<file path="src/rtl/diff_demo_pkg.sv">
`default_nettype none
// ============================================================================
//  Module      : diff_demo_pkg
//  Description : Shared types for the layer configuration sequencer: the
//                packed per-layer descriptor, the sequencer state encoding
//                and a helper that flags descriptors the engine cannot run.
//  Revision    : 1.0  initial release
// ============================================================================
package diff_demo_pkg;

    localparam int C_DESC_W = 35;

    // Field order fixes the bit layout seen on the cfg_desc write bus:
    // w in [34:27], h [26:19], c [18:11], co [10:3], modes in [2:0].
    typedef struct packed {
        logic [7:0] w;
        logic [7:0] h;
        logic [7:0] c;
        logic [7:0] co;
        logic       kernel_mode;
        logic       bit_mode;
        logic       is_diff;
    } layer_desc_t;

    typedef enum logic [2:0] {
        S_IDLE  = 3'd0,
        S_LOAD  = 3'd1,
        S_ISSUE = 3'd2,
        S_WAIT  = 3'd3,
        S_DONE  = 3'd4
    } seq_state_e;

    // The engine computes (dimension - 1) internally, so a zero anywhere
    // would underflow; such layers are skipped rather than issued.
    function automatic logic desc_has_zero(input layer_desc_t d);
        return (d.w == 8'd0) || (d.h == 8'd0) || (d.c == 8'd0) || (d.co == 8'd0);
    endfunction

endpackage
`default_nettype wire

</file>
<file path="src/rtl/layer_desc_rf.sv">
`default_nettype none
// ============================================================================
//  Module      : layer_desc_rf
//  Description : LAYER_NUM-entry flop register file of layer descriptors.
//                One synchronous write port, one combinational read port.
//                Contents are intentionally not reset.
//  Ports       : clk      - clock
//                i_we     - write strobe
//                i_waddr  - write address
//                i_wdata  - descriptor to write
//                i_raddr  - read address
//                o_rdata  - descriptor at i_raddr (zero when out of range)
//  Revision    : 1.0  initial release
// ============================================================================
module layer_desc_rf
    import diff_demo_pkg::*;
#(
    parameter int LAYER_NUM = 16,
    parameter int AW        = $clog2(LAYER_NUM)
) (
    input  logic                clk,
    input  logic                i_we,
    input  logic [AW-1:0]       i_waddr,
    input  logic [C_DESC_W-1:0] i_wdata,
    input  logic [AW-1:0]       i_raddr,
    output logic [C_DESC_W-1:0] o_rdata
);

    logic [C_DESC_W-1:0] r_mem [LAYER_NUM];

    // Addresses past the table depth (non power-of-two depth) are dropped.
    always_ff @(posedge clk) begin
        if (i_we && (32'(i_waddr) < LAYER_NUM)) begin
            r_mem[i_waddr] <= i_wdata;
        end
    end

    assign o_rdata = (32'(i_raddr) < LAYER_NUM) ? r_mem[i_raddr] : '0;

endmodule
`default_nettype wire

</file>
<file path="src/rtl/layer_cfg_seq.sv">
`default_nettype none
// ============================================================================
//  Module      : layer_cfg_seq
//  Description : Layer configuration sequencer. Holds a host-written table of
//                layer descriptors and, on start, offers them one at a time to
//                the engine over ctrl_valid/ctrl_ready, waiting for
//                ctrl_finish before moving to the next layer.
//  Ports       : clk, rst           - clock, synchronous active-high reset
//                cfg_we/addr/desc   - descriptor table write (IDLE only)
//                start, layer_cnt   - run request and run length (IDLE only)
//                abort              - stop request
//                ctrl_valid/ready   - descriptor offer handshake to engine
//                ctrl_finish        - engine layer-complete pulse
//                w/h/c/co_num, modes, is_first - issued descriptor
//                busy, cur_layer, layer_cycles - progress/status
//                done, aborted      - end-of-run pulses
//                err                - sticky zero-dimension flag
//  Revision    : 1.0  initial release
// ============================================================================
module layer_cfg_seq
    import diff_demo_pkg::*;
#(
    parameter int LAYER_NUM = 16,
    parameter int AW        = $clog2(LAYER_NUM)
) (
    input  logic                clk,
    input  logic                rst,
    input  logic                cfg_we,
    input  logic [AW-1:0]       cfg_addr,
    input  logic [C_DESC_W-1:0] cfg_desc,
    input  logic                start,
    input  logic [AW:0]         layer_cnt,
    input  logic                abort,
    output logic                ctrl_valid,
    input  logic                ctrl_ready,
    input  logic                ctrl_finish,
    output logic [7:0]          w_num,
    output logic [7:0]          h_num,
    output logic [7:0]          c_num,
    output logic [7:0]          co_num,
    output logic                kernel_mode,
    output logic                bit_mode,
    output logic                is_diff,
    output logic                is_first,
    output logic                busy,
    output logic [AW-1:0]       cur_layer,
    output logic [31:0]         layer_cycles,
    output logic                done,
    output logic                aborted,
    output logic                err
);

    localparam logic [AW:0] C_LAYER_NUM = (AW+1)'(LAYER_NUM);

    seq_state_e          r_state;
    seq_state_e          w_next;
    logic [AW:0]         r_num;
    logic [AW-1:0]       r_cur;
    logic [31:0]         r_cnt;
    logic [31:0]         w_cnt_inc;
    logic [31:0]         r_layer_cycles;
    logic                r_abort_pend;
    logic                r_is_first;
    logic                r_err;
    logic                r_aborted;
    layer_desc_t         r_desc;
    layer_desc_t         w_rd;
    logic [C_DESC_W-1:0] w_rd_bits;
    logic [AW:0]         w_clamped;
    logic                w_cfg_we;
    logic                w_zero;
    logic                w_last;
    logic                w_fin_abort;
    logic                w_adv;
    logic                w_abort_now;

    assign w_cfg_we = cfg_we && (r_state == S_IDLE);

    layer_desc_rf #(
        .LAYER_NUM (LAYER_NUM),
        .AW        (AW)
    ) u_rf (
        .clk     (clk),
        .i_we    (w_cfg_we),
        .i_waddr (cfg_addr),
        .i_wdata (cfg_desc),
        .i_raddr (r_cur),
        .o_rdata (w_rd_bits)
    );

    assign w_rd        = layer_desc_t'(w_rd_bits);
    assign w_zero      = desc_has_zero(w_rd);
    assign w_clamped   = (layer_cnt > C_LAYER_NUM) ? C_LAYER_NUM : layer_cnt;
    assign w_last      = (({1'b0, r_cur} + (AW+1)'(1)) == r_num);
    assign w_cnt_inc   = (r_cnt == 32'hFFFF_FFFF) ? r_cnt : r_cnt + 32'd1;
    // An abort raised in the same cycle as the finish still counts.
    assign w_fin_abort = r_abort_pend || abort;

    always_ff @(posedge clk) begin
        if (rst) begin
            r_state <= S_IDLE;
        end else begin
            r_state <= w_next;
        end
    end

    always_comb begin
        w_next      = r_state;
        w_adv       = 1'b0;
        w_abort_now = 1'b0;
        case (r_state)
            S_IDLE: begin
                if (start) begin
                    w_next = (layer_cnt == '0) ? S_DONE : S_LOAD;
                end
            end
            S_LOAD: begin
                if (abort) begin
                    w_next      = S_IDLE;
                    w_abort_now = 1'b1;
                end else if (w_zero) begin
                    if (w_last) begin
                        w_next = S_DONE;
                    end else begin
                        w_next = S_LOAD;
                        w_adv  = 1'b1;
                    end
                end else begin
                    w_next = S_ISSUE;
                end
            end
            S_ISSUE: begin
                // A completed handshake wins over a same-cycle abort: the
                // engine has taken the layer, so it must be drained in WAIT.
                if (ctrl_ready) begin
                    w_next = S_WAIT;
                end else if (abort) begin
                    w_next      = S_IDLE;
                    w_abort_now = 1'b1;
                end
            end
            S_WAIT: begin
                if (ctrl_finish) begin
                    if (w_fin_abort) begin
                        w_next      = S_IDLE;
                        w_abort_now = 1'b1;
                    end else if (w_last) begin
                        w_next = S_DONE;
                    end else begin
                        w_next = S_LOAD;
                        w_adv  = 1'b1;
                    end
                end
            end
            S_DONE: begin
                w_next = S_IDLE;
            end
            default: begin
                w_next = S_IDLE;
            end
        endcase
    end

    always_ff @(posedge clk) begin
        if (rst) begin
            r_num          <= '0;
            r_cur          <= '0;
            r_cnt          <= '0;
            r_layer_cycles <= '0;
            r_abort_pend   <= 1'b0;
            r_is_first     <= 1'b0;
            r_err          <= 1'b0;
            r_aborted      <= 1'b0;
            r_desc         <= '0;
        end else begin
            r_aborted <= w_abort_now;
            case (r_state)
                S_IDLE: begin
                    if (start) begin
                        r_num        <= w_clamped;
                        r_cur        <= '0;
                        r_err        <= 1'b0;
                        r_abort_pend <= 1'b0;
                    end
                end
                S_LOAD: begin
                    r_desc     <= w_rd;
                    r_is_first <= (r_cur == '0);
                    if (!abort && w_zero) begin
                        r_err <= 1'b1;
                    end
                end
                S_ISSUE: begin
                    if (ctrl_ready) begin
                        r_cnt        <= '0;
                        r_abort_pend <= abort;
                    end
                end
                S_WAIT: begin
                    r_cnt <= w_cnt_inc;
                    if (abort) begin
                        r_abort_pend <= 1'b1;
                    end
                    if (ctrl_finish) begin
                        r_layer_cycles <= w_cnt_inc;
                    end
                end
                default: begin
                end
            endcase
            if (w_adv) begin
                r_cur <= r_cur + AW'(1);
            end
        end
    end

    assign ctrl_valid   = (r_state == S_ISSUE);
    assign busy         = (r_state != S_IDLE);
    assign done         = (r_state == S_DONE);
    assign aborted      = r_aborted;
    assign err          = r_err;
    assign cur_layer    = r_cur;
    assign layer_cycles = r_layer_cycles;
    assign is_first     = r_is_first;
    assign w_num        = r_desc.w;
    assign h_num        = r_desc.h;
    assign c_num        = r_desc.c;
    assign co_num       = r_desc.co;
    assign kernel_mode  = r_desc.kernel_mode;
    assign bit_mode     = r_desc.bit_mode;
    assign is_diff      = r_desc.is_diff;

endmodule
`default_nettype wire

</file>
<file path="config.mk">
export PLATFORM = sky130hd
export DESIGN_NAME = layer_cfg_seq
export DESIGN_NICKNAME = d
export VERILOG_FILES = /design/src/rtl/diff_demo_pkg.sv /design/src/rtl/layer_desc_rf.sv /design/src/rtl/layer_cfg_seq.sv
export SDC_FILE = /design/constraint.sdc
export NUM_CORES = 1
export LEC_CHECK = 0
export CAP_MARGIN = 0
export CORE_MARGIN = 10
export CORE_UTILIZATION = 38
export DETAILED_ROUTE_END_ITERATION = 10
export GPL_TIMING_DRIVEN = 0
export PLACE_DENSITY = 0.65
export SLEW_MARGIN = 15
export SYNTH_ARGS = -nofsm -noshare
export SYNTH_HDL_FRONTEND = slang
export SYNTH_SLANG_ARGS = --single-unit
</file>
<file path="constraint.sdc">
create_clock -name clk -period 11.37 [get_ports clk]
set_input_delay 2.8425 -clock clk [delete_from_list [all_inputs] [get_ports clk]]
set_output_delay 2.8425 -clock clk [all_outputs]
set_load 0.01 [all_outputs]
</file>
==> metrics.txt, run 1 <==
Setup Fix Bufs, Post-CTS=0; CP Data Required Time=around 8.5 ns; RSZ-0062 raised after global routing=no; cts repair resizes=0; number of buffers added on ports=roughly 130; reg2reg path depth=12; WP data arrival=a little under 3 ns; worst slack, placed=a little under 6 ns; Routed Antenna Nets=0; ratio of cells with drive above 1 in the final layout=0.179; CTS Buffer Depth=3; HPWL after detailed placement=between 40 and 50 mm; Post-synth EDFFs=560; Final nets=approximately 1900; Final Instance Area=32200 µm²; critical path class=reg -> out; grt total ovfl=0; register area=between 15000 and 20000 µm²; # clock sinks=679; CTS clk-pin slew, worst paths=approximately 0.060 ns; Slew headroom=0.135; crit path from=r_state[2]; ys async rst share=0; detailed-route wire length=about 72 mm; DR DRC count=0; final worst-path setup slack=5.58 ns; Seq pwr share=0.526; post-route clock period utilization=0.510; Die Span Y=approximately 280 µm; Sw Share=0.214; row count=97; Post-synth top flop=edfxtp_1; hold depth=2; die width=about 280 µm; Startpoint Class=flip-flop; I/O Pins=between 100 and 150; commonest cells after routing, fill and taps aside=edfxtp_1 (560), mux4_2 (143), clkdlybuf4s50_1 (126); H-tree levels=3; 1st-pass router iterations=8; Synth area leaders=edfxtp_1 (63%), mux4_2 (12%), dfxtp_1 (8.9%), nor2_1 (1.9%), nand2_1 (1.3%); wire per inst=around 26 µm; Slew @ Worst Pin=1.29 ns; GR peak layer=met2; crit path time final=~5.8 ns; worst vdd ir=138 µV; fin. max-slew vios=0; Post-CTS Hold Buffers=0; status=completed; NetSw=roughly 1.1 mW; max-cap viol count=0; Total GRT Usage=0.174; CTS Buf Count=70; Placed Instance Area=29900 µm²; CP Capture Type=output port; post-route clock skew=~0.037 ns; WHS Endpoint=h_num[1]; top cell type's share of synthesized area=0.630; top cell type by total area after synthesis=edfxtp_1; Avg Inst Size Synth=roughly 17 µm²; fillcell total=roughly 5900; synthesis-stage register bit count=just under 700; core region area=69800 µm²; first-pass GRT wire length=105 mm; Clk pwr share=0.431; hold_sp=h_num[1]; TritonCTS clock tree=yes; most common cell after layout, fill and taps aside=edfxtp_1; met1 global-route usage=0.234; CP max FO=10; clk_lat worst skew=around 0.61 ns; R2R setup slack=approximately 5.9 ns; die area=around 80000 µm²; drt initial violations=a little under 2000; Internal=between 4 and 5 mW; leakage power=a little under 10 nW; total number of vias=15700; Netlist Area Pre-Place=roughly 27000 µm²; largest net degree at the start of global routing=19; clock root buffer master=clkbuf_16; multi-input logic area=roughly 7100 µm²; setup TNS=0 ns; P&R area growth vs syn=20.7%; Post-Synthesis Cells=1567; yosys synthesis warning count=0; antenna violations before repair=5; register area share after synthesis=0.720; GRT met3 Usage=0.0430; power share of the combinational group=0.043; fmax=0.173 GHz; final hold vios=0; Starting Density=0.382; power per cell area=between 150 and 200 nW/µm²; syn nets=about 1600; Hold WC Path Type=reg -> reg; vias in the first global route=roughly 15000; Vias/cell=between 5 and 6; Final setup viols=0; synth unique cells=59; met2 Use GR=0.281; GPL Wtd Cong=roughly 0.91; Total Power=around 5.2 mW
==> sequential cells by signal, summed over array words and instances, names as in the netlist, 3 cells and up, named ones only <==
signal        flops
cur_layer         4
w_num             8
c_num             8
layer_cycles     32
r_state           3
r_num             5
h_num             8
r_cnt            32
u_rf.r_mem      560
co_num            8
==> worst max path at each step <==
stage	endpoint
2_1_floorplan	u_rf.r_mem[0][0]
3_3_place_gp	u_rf.r_mem[0][20]
3_5_place_dp	u_rf.r_mem[2][20]
4_1_cts	busy
5_1_grt	busy
6_report	busy
==> critical path, stage by stage, from the launching register on <==
cell             delay, ns
dfxtp_1               0.33
clkbuf_1              0.23
nor3_1                0.95
inv_1                 0.27
clkdlybuf4s50_1       0.56
==> power groups by stage <==
stage                     sequential, mW  combinational [mW]  clock [mW]
after floorplan                     2.80              0.0799           0
after global placement              2.81               0.203           0
after detailed placement            2.81               0.223           0
after CTS                           2.75               0.223        2.29
after global routing                2.76               0.240        2.39
final                               2.76               0.225        2.26
==> per-layer routing <==
metal | vias to the layer above | wire length (µm)
li1 | 6729 | -
met4 | 10 | 1580
met1 | 8124 | 29500
met5 | - | 57
met3 | 114 | 6420
met2 | 737 | 34600
==> synthesized netlist by cell type (13+ instances only) <==
master	number
a22oi_1	38
a21oi_1	65
nor3_1	20
xor2_1	13
nand2_1	92
edfxtp_1	560
clkbuf_1	62
a221oi_1	15
o21ai_0	36
nor2_1	135
mux4_2	143
dfxtp_1	119
a211oi_1	32
xnor2_1	22
mux2i_1	24
==> logic make-up (layout without fill, tap and decap cells) <==
logic type      after synthesis  in the layout  synth area share
fa+ha+maj                     3              3           0.00141
flops                       679            679             0.720
buf+inv                     101            398            0.0174
compound gates              218            218            0.0535
mux                         173            173             0.132
simple gates                358            358            0.0642
other cells                   0              1                 0
xor+xnor                     35             35            0.0115
==> through the flow <==
stage | utilization | hold WS [ns] | instances
2_1_floorplan | - | 0.450 | 1567
3_3_place_gp | 0.417 | 0.449 | 2633
3_5_place_dp | 0.429 | 0.450 | 2677
4_1_cts | 0.461 | 0.461 | 2804
5_1_grt | 0.461 | 0.484 | 2804
6_report | 0.461 | 0.460 | 2805
==> area by class of cell <==
| class | instances | share of cell area |
|---|---|---|
| repair buffers | 170 | 0.0614 |
| well taps | 940 | 0.0365 |
| inverters | 9 | 0.00105 |
| diodes | 1 | 0.0000777 |
| flip-flops and latches | 679 | 0.596 |
| clock buffers | 90 | 0.0590 |
| plain buffers | 92 | 0.0134 |
| multi-input cells | 787 | 0.221 |
| clock inverters | 37 | 0.0110 |
Note: power is estimated with default switching activity, not from simulation.
==> run 2, diff against run 1 <==
==> constraint.sdc (replaced) <==
create_clock -name clk -period 5.7 [get_ports clk]
set_input_delay 1.425 -clock clk [delete_from_list [all_inputs] [get_ports clk]]
set_output_delay 1.425 -clock clk [all_outputs]
set_load 0.01 [all_outputs]
==> run 2 against run 1 <==
Effect of this change:
- first-iteration DRC count fell by 5.2%
- sequential cell count did not move
- cell area barely moved
- power rose by 100%
- worst hold slack improved by 0.0023 ns
- global-route usage did not move
- register-to-register slack got worse by 5.4 ns
- clock-buffer cell count did not move
- non-clock buffer count did not move
- utilization barely moved
- clock power rose by 100%
==> metrics.txt, run 2 (synthesis gave the netlist of run 1 again) <==
largest net degree at the start of global routing=19 (unchanged); H-tree levels=3 (unchanged); worst vdd ir=276 µV (+100%); Total GRT Usage=0.174 (unchanged); reg2reg path depth=12 (unchanged); leakage power=9.92 nW (about the same); Placed Instance Area=29900 µm² (unchanged); most common cell after layout, fill and taps aside=edfxtp_1; row count=97 (unchanged); Routed Antenna Nets=0 (unchanged); commonest cells after routing, fill and taps aside=edfxtp_1 (560), mux4_2 (143), clkdlybuf4s50_1 (126); post-route clock period utilization=0.920; 1st-pass router iterations=5 (-3); vias in the first global route=15500 (unchanged); core region area=69800 µm² (unchanged); Hold WC Path Type=reg -> reg; CP max FO=10 (unchanged); DR DRC count=0 (unchanged); detailed-route wire length=72.4 mm (+0.23%); Starting Density=0.382 (unchanged); first-pass GRT wire length=105 mm (unchanged); TritonCTS clock tree=yes; max-cap viol count=0 (unchanged); clock root buffer master=clkbuf_16; CP Capture Type=flip-flop; fmax=approximately 0.19 GHz; hold_sp=h_num[1]; WP data arrival=5.70 ns (+2.75 ns); WHS Endpoint=h_num[1]; die area=81200 µm² (unchanged); RSZ-0062 raised after global routing=no; Biggest register=u_rf.r_mem; HPWL after detailed placement=49.2 mm (unchanged); CTS clk-pin slew, worst paths=0.06 ns (about the same); power per cell area=325 nW/µm² (+100%); Startpoint Class=flip-flop; max reg flops=560 (unchanged); Final Instance Area=32200 µm² (about the same); Vias/cell=5.60 (about the same); P&R area growth vs syn=20.7% (about the same); # clock sinks=679 (unchanged); CTS Buffer Depth=3 (unchanged); Final nets=1863 (unchanged); Setup Fix Bufs, Post-CTS=0 (unchanged); grt total ovfl=0 (unchanged); ratio of cells with drive above 1 in the final layout=0.179 (+0.000536); total number of vias=15700 (-0.051%); Die Span Y=285 µm (unchanged); final hold vios=0 (unchanged); critical path class=reg -> reg; crit path time final=approximately 5.2 ns; Final setup viols=0 (unchanged); wire per inst=25.8 µm (+0.19%); GPL Wtd Cong=0.907 (unchanged); multi-input logic area=7130 µm² (about the same); final core utilization=0.462 (about the same); Slew headroom=0.138 (+0.00367); R2R setup slack=0.46 ns (-5.40 ns); fillcell total=5870 (unchanged); clk_lat worst skew=0.61 ns (about the same); CP Data Required Time=6.16 ns (-2.37 ns); number of buffers added on ports=126 (unchanged); setup TNS=0 ns (unchanged); die width=285 µm (unchanged); hold depth=2 (unchanged); Post-CTS Hold Buffers=0 (unchanged); antenna violations before repair=5 (unchanged); drt initial violations=1869 (-5.2%); CTS Buf Count=70 (unchanged); Total Power=10.5 mW (+100%); I/O Pins=128 (unchanged); register area=19200 µm² (unchanged); status=completed; fin. max-slew vios=0 (unchanged); Slew @ Worst Pin=1.29 ns (-0.00549 ns); post-route clock skew=0.0364 ns (-0.000964 ns)
-- run 2: cell count changes in the layout (fill, tap and decap cells not counted), sizes merged --
cell and change:
diode +1
-- run 2: routing by layer --
metal / wire length [µm] / GRT usage / vias to the layer above
met1: 29700 / 0.234 / 8110
met4: 1620 / 0.0424 / 10
met5: 57 / 0 / -
met3: 6320 / 0.0430 / 118
li1: - / - / 6726
met2: 34600 / 0.281 / 742
-- run 2: per-stage QoR --
step	setup WS, ns	std cells	hold slack (ns)
6_report	0.457	2806	0.463
5_1_grt	0.327	2804	0.484
2_1_floorplan	0.953	1567	0.450
4_1_cts	0.319	2804	0.461
3_3_place_gp	-2.94	2633	0.449
3_5_place_dp	0.319	2677	0.450
-- run 2: repair_timing --
item                                    CTS  global route
gates resized for setup                   0             1
endpoints found under the setup margin    0             6
hold endpoints to repair                  0             0
-- run 2: worst max path at each step --
stage	from	slack (ns)	cells past startpoint	end
finish	flip-flop	0.46	12	flip-flop
global route	flip-flop	0.33	11	flip-flop
CTS	flip-flop	0.32	12	flip-flop
detailed placement	flip-flop	0.32	12	flip-flop
global placement	cfg_we	-2.94	4	u_rf.r_mem[0][20]
floorplan	cfg_we	0.95	3	u_rf.r_mem[0][0]
-- run 2: final cells by class --
class                   instances  share of cell area
multi-input cells             787               0.221
plain buffers                  92              0.0134
flip-flops and latches        679               0.596
clock inverters                37              0.0110
repair buffers                170              0.0614
diodes                          2            0.000155
well taps                     940              0.0365
clock buffers                  90              0.0590
inverters                       9             0.00105
-- run 2: worst max-delay path, stage by stage, from the launching register on --
cell and delay, ns:
dfxtp_1 0.34, buf_2 0.31, buf_2 0.37, clkbuf_1 0.64, buf_1 0.80, mux4_2 0.42, a22oi_1 0.17, nand2_1 0.18
nor4_2 0.63, a21oi_1 0.15, nor4b_2 0.26, nor3_4 0.42, mux2_1 0.40
-- run 2: power breakdown --
| group | switching [mW] | internal (mW) |
|---|---|---|
| clock network | 1.91 | 2.60 |
| logic | 0.288 | 0.160 |
| registers | 0.0453 | 5.45 |
==> edit 1: new RTL, flow settings as in run 2 <==
Add an input register stage for `cfg_we`, `cfg_addr` and `cfg_desc`; this delays them by one clock. The other inputs are not delayed to match.
--- a/src/rtl/layer_cfg_seq.sv
+++ b/src/rtl/layer_cfg_seq.sv
@@ -53,4 +53,14 @@
     localparam logic [AW:0] C_LAYER_NUM = (AW+1)'(LAYER_NUM);
 
+    logic cfg_we_q;
+    logic [AW-1:0] cfg_addr_q;
+    logic [C_DESC_W-1:0] cfg_desc_q;
+
+    always_ff @(posedge clk) begin
+        cfg_we_q   <= cfg_we;
+        cfg_addr_q <= cfg_addr;
+        cfg_desc_q <= cfg_desc;
+    end
+
     seq_state_e          r_state;
     seq_state_e          w_next;
@@ -75,5 +85,5 @@
     logic                w_abort_now;
 
-    assign w_cfg_we = cfg_we && (r_state == S_IDLE);
+    assign w_cfg_we = cfg_we_q && (r_state == S_IDLE);
 
     layer_desc_rf #(
@@ -83,6 +93,6 @@
         .clk     (clk),
         .i_we    (w_cfg_we),
-        .i_waddr (cfg_addr),
-        .i_wdata (cfg_desc),
+        .i_waddr (cfg_addr_q),
+        .i_wdata (cfg_desc_q),
         .i_raddr (r_cur),
         .o_rdata (w_rd_bits)
Function: changed (Yosys sat finds a counterexample within 4 cycles, from zero or initial values and one cycle with rst high).
==> edit 1 against run 2 <==
  * Combinational power fell by 18%
  * Die area grew 2.3%
  * Worst setup slack got worse by 0.018 ns
  * Fmax down 0.33%
  * Cell area rose by 2.5%
  * Clock power grew 3%
  * Wire length up 2.6%
  * Synthesized area increased by 2.5%
  * Power rose by 3.7%
  * Sequential cell count up 40
  * Via count up 1.6%
==> edit 1: results (changes against run 2) <==
The fraction of area in registers is 0.6060 (+0.009915). The number of global-route vias before repair is 15950 (+3.1%). The clock buffer count is 98 (+8.9%). The highest layer used for signal routing is met4. The wire length per cell after detailed routing is 25.87 µm (+0.32%). The net count after synthesis came out at 1672 (+3.1%). The share of total power in combinational logic came out at 0.034 (-0.009). The flow ran to the end, and the final reports show no timing, DRC or antenna violations. The final clock skew came out at 0.03205 ns (-0.004313 ns). The met1 demand-to-capacity share in global routing is 0.2399 (+0.005891). The post-route non-filler standard cell count came out at 2871 (+2.3%).

The number of nets in the finished design came out at 1918 (+3.0%). The sequential cell count of the final layout came out at 719 (+5.9%). The xor/xnor share of the synthesized area came out at 0.01089 (-0.0006021). The area of the multi-input gates is 7027 µm² (-1.5%). The fraction of final layout cells with drive strength greater than 1 came out at 0.1707 (-0.008440). The global routing met3 resource utilization came out at 0.04213 (-0.0009003). The mean instance size in the synthesized netlist is 16.90 µm² (-0.72%).

The layout filler cell count is 6079 (+3.6%). The global-route wire length before repair is 108.7 mm (+3.4%). The total met2 wirelength after detailed routing came out at 35.45 mm (+2.4%). The minimum hold slack came out at 0.4647 ns (+0.001952 ns). The depth of the worst register-to-register path came to 11 (-1). The last weighted congestion value of the routability-driven placer is 0.8730 (-3.7%).

The met2 demand-to-capacity share in global routing came out at 0.2859 (+0.005178). The diode insertion count for antenna repair came out at 0 (-2). The share of the yosys chip area belonging to registers came to 0.7313 (+0.01163).

The wire length on met1 came out at 30.82 mm (+3.7%). The DRC marker count from the first detailed-route iteration is 1553 (-17%). The half-perimeter wire length after detailed placement came out at 50.89 mm (+3.4%).

By area the synthesized netlist is led by edfxtp_1 (61%), dfxtp_1 (12%), mux4_2 (11%). The setup slack on the worst flop-to-flop path is 0.44 ns (-0.02 ns). The number of antenna violations at the first check in global routing is 0 (-5). The critical path data arrival time came out at 5.80 ns (+0.10 ns). The placed instance count is 2740 (+2.4%).
[edit 1: changes by cell type after synthesis, sizes merged, moves of 6 or more]
| cell | run 2 | this run |
|---|---|---|
| nor2 | 135 | 125 |
| dfxtp | 119 | 159 |
| a221oi | 15 | 9 |
| clkbuf | 62 | 70 |
| a22oi | 38 | 57 |
| nor4 | 15 | 9 |
| mux2i | 24 | 15 |
| buf | 30 | 23 |
| nand2 | 92 | 119 |
[edit 1: stage by stage]
| stage | cell area (µm²) | setup slack, ns | power, mW |
|---|---|---|---|
| 2_1_floorplan | 27350 | 1.399 | 6.061 |
| 3_3_place_gp | 29800 | -2.722 | 6.272 |
| 3_5_place_dp | 30690 | 0.5581 | 6.308 |
| 4_1_cts | 33000 | 0.5221 | 10.90 |
| 5_1_grt | 33000 | 0.2630 | 11.15 |
| 6_report | 33000 | 0.4392 | 10.84 |
==> edit 2: new RTL, config.mk and constraints of run 2 <==
Without the edit above. `LAYER_NUM` is set to 16 in 2 places; all go to 32.
--- a/src/rtl/layer_desc_rf.sv
+++ b/src/rtl/layer_desc_rf.sv
@@ -16,5 +16,5 @@
     import diff_demo_pkg::*;
 #(
-    parameter int LAYER_NUM = 16,
+    parameter int LAYER_NUM = 32,
     parameter int AW        = $clog2(LAYER_NUM)
 ) (
--- a/src/rtl/layer_cfg_seq.sv
+++ b/src/rtl/layer_cfg_seq.sv
@@ -21,5 +21,5 @@
     import diff_demo_pkg::*;
 #(
-    parameter int LAYER_NUM = 16,
+    parameter int LAYER_NUM = 32,
     parameter int AW        = $clog2(LAYER_NUM)
 ) (
Interface: changed (resized cfg_addr, cur_layer and layer_cnt); port bits go from 128 to 131. The function was not compared with the original's and may differ.
==> edit 2 against run 2 <==
  * Power increased by 79%
  * Wire length grew 130%
  * Sequential cell count is 563 higher
  * Worst setup slack better by 0.60 ns
  * Cell area grew 80%
  * Synthesized area up 82%
==> edit 2: results (changes against run 2) <==
The run finished with clean final reports. The fraction of final layout cells with drive strength greater than 1 came out at 0.1402 (-0.03894). The maximum ir drop on the vdd rail was 0.0002787 V (+1.1%). The number of CTS-inserted buffers came out at 120 (+71%).

The number of port buffers came out at 129 (+2.4%). The xor/xnor share of the synthesized area came out at 0.006851 (-0.004641). The number of global-route vias before repair was 27840 (+80%). The register clock-pin slew on the reported worst setup and hold paths is approximately 0.07 ns. The depth of the worst register-to-register path is 13 (+1). The commonest cells after synthesis are edfxtp_1 (1120), mux2i_1 (517), a22oi_1 (267).

The pin count of the biggest net entering global routing came out at 33 (+14). The average via count per standard cell is 5.925 (+5.9%). The standard cell area after detailed placement came out at 53910 µm² (+80%). The net count after synthesis was 2966 (+83%). The number of distinct standard cells referenced by the synthesized netlist is 58 (-1.7%). The leakage power total came out at 17.40 nW (+75%). The number of cells upsized or downsized after cts came to 0 (unchanged). The number of H-tree levels came out at 3 (unchanged).

The worst stage delay on the critical path is 0.78 ns (-0.02 ns). The DRC marker count from the first detailed-route iteration came out at 4520 (+140%). The multiplexer share of the synthesized area came out at 0.1204 (-0.01184). The slowest cell on the critical path is nor2_1. The critical path data arrival time came out at 5.22 ns (-0.48 ns). The placed instance count came to 4774 (+78%). The worst-case hold path end point is co_num[3]. The register with the most flip-flops in the final layout is u_rf.r_mem. In this run the clock root is driven by a clkbuf_16.

The worst setup path is launched from a flop. The wire length per cell after detailed routing came to 32.58 µm (+26%). The adder and majority gate portion of the synthesized area came to 0.0007726 (-0.0006345). By area the synthesized netlist is led by edfxtp_1 (69%), mux2i_1 (11%), dfxtp_1 (5.0%). The number of enable-type register cells in the synthesized netlist is 1120 (+100%). The number of antenna violations at the first check in global routing is 10 (+5).

The total global routing track utilization came to 0.2210 (+0.04716). The source-to-sink clock delay at the later pin of the worst-skew pair is 0.72 ns (+0.11 ns). The critical path ends at cur_layer[1].

The synthesized netlist cell count is 2910 (+86%). The startpoint identified for the worst hold timing path is co_num[3]. The max-capacitance violation count came out at 0 (unchanged). The total number of yosys warnings is 0 (unchanged). The share of the yosys chip area belonging to registers came out at 0.7426 (+0.02286).

The worst slack at placement is 1.224 ns (+0.9054 ns). The complex-gate fraction of the synthesized area is 0.06065 (+0.007134). The number of flip-flops in the largest register is 1120 (+100%). The last weighted congestion value of the routability-driven placer came out at 0.8224 (-9.3%). The post-CTS setup-driven buffer insertion count came to 0 (unchanged).

The half-perimeter wire length after detailed placement was 106.5 mm (+120%). The total setup violations reported at the end of the flow is 0 (unchanged). The number of nets in the finished design was 3290 (+77%). The final clock skew is 0.04435 ns (+0.007992 ns). The post-route worst setup slack is 1.056 ns (+0.5994 ns).

The transition time at the pin with the least slew margin came out at 1.213 ns (-0.07443 ns). The minimum hold slack was 0.4531 ns (-0.009661 ns). The post-route non-filler standard cell count is 5001 (+78%). The maximum buffer depth of the clock tree came to 3 (unchanged).

The global-route wire length before repair came out at 222.2 mm (+110%).
## edit 2: cell count changes after synthesis, sizes merged, moves of 38 or more
cell    before   now
mux4       143    30
nand4       12    72
edfxtp     560  1120
mux2i       24   517
a22oi       38   267
nor2       135   173
buf         30   131
## edit 2: power breakdown
| group | switching [mW] | total (mW) | leakage, nW | internal, mW |
|---|---|---|---|---|
| Clock | 3.48 | 8.15 | 1.97 | 4.67 |
| Combinational | 0.368 | 0.521 | 4.36 | 0.153 |
| Sequential | 0.0341 | 10.0 | 11.1 | 10.0 |
## edit 2: worst max-delay path: cells and delay by family, from the launching register on
family	cells	cell delay [ns]
simple gates	6	1.72
buf+inv	3	1.18
compound gates	2	0.71
mux	2	0.58
flops	1	0.30
## edit 2: final cells by class
type	instances	area, µm²
Inverter	8	30.03
Timing Repair Buffer	202	3003
Clock inverter	74	812.0
Antenna cell	2	5.005
Tap cell	1662	2079
Fill cell	10700	69420
Multi-Input combinational cell	1485	11850
Buffer	175	868.3
Sequential cell	1242	36070
Clock buffer	151	3209
## edit 2: per-layer routing
metal | GRT usage | share of wire | up-vias
li1 | - | - | 12190
met1 | 0.2892 | 0.38 | 15190
met2 | 0.3538 | 0.46 | 1882
met3 | 0.05463 | 0.11 | 355
met4 | 0.08443 | 0.044 | 12
met5 | 0 | 0.00050 | -
## edit 2: cell families after synthesis
kind of cell             count (synthesis)
multiplexers                           547
buffers and inverters                  183
AND/OR/NAND/NOR                        471
XOR/XNOR                                38
AO/OA/AOI/OAI                          426
flip-flops                            1242
adder cells (fa/ha/maj)                  3
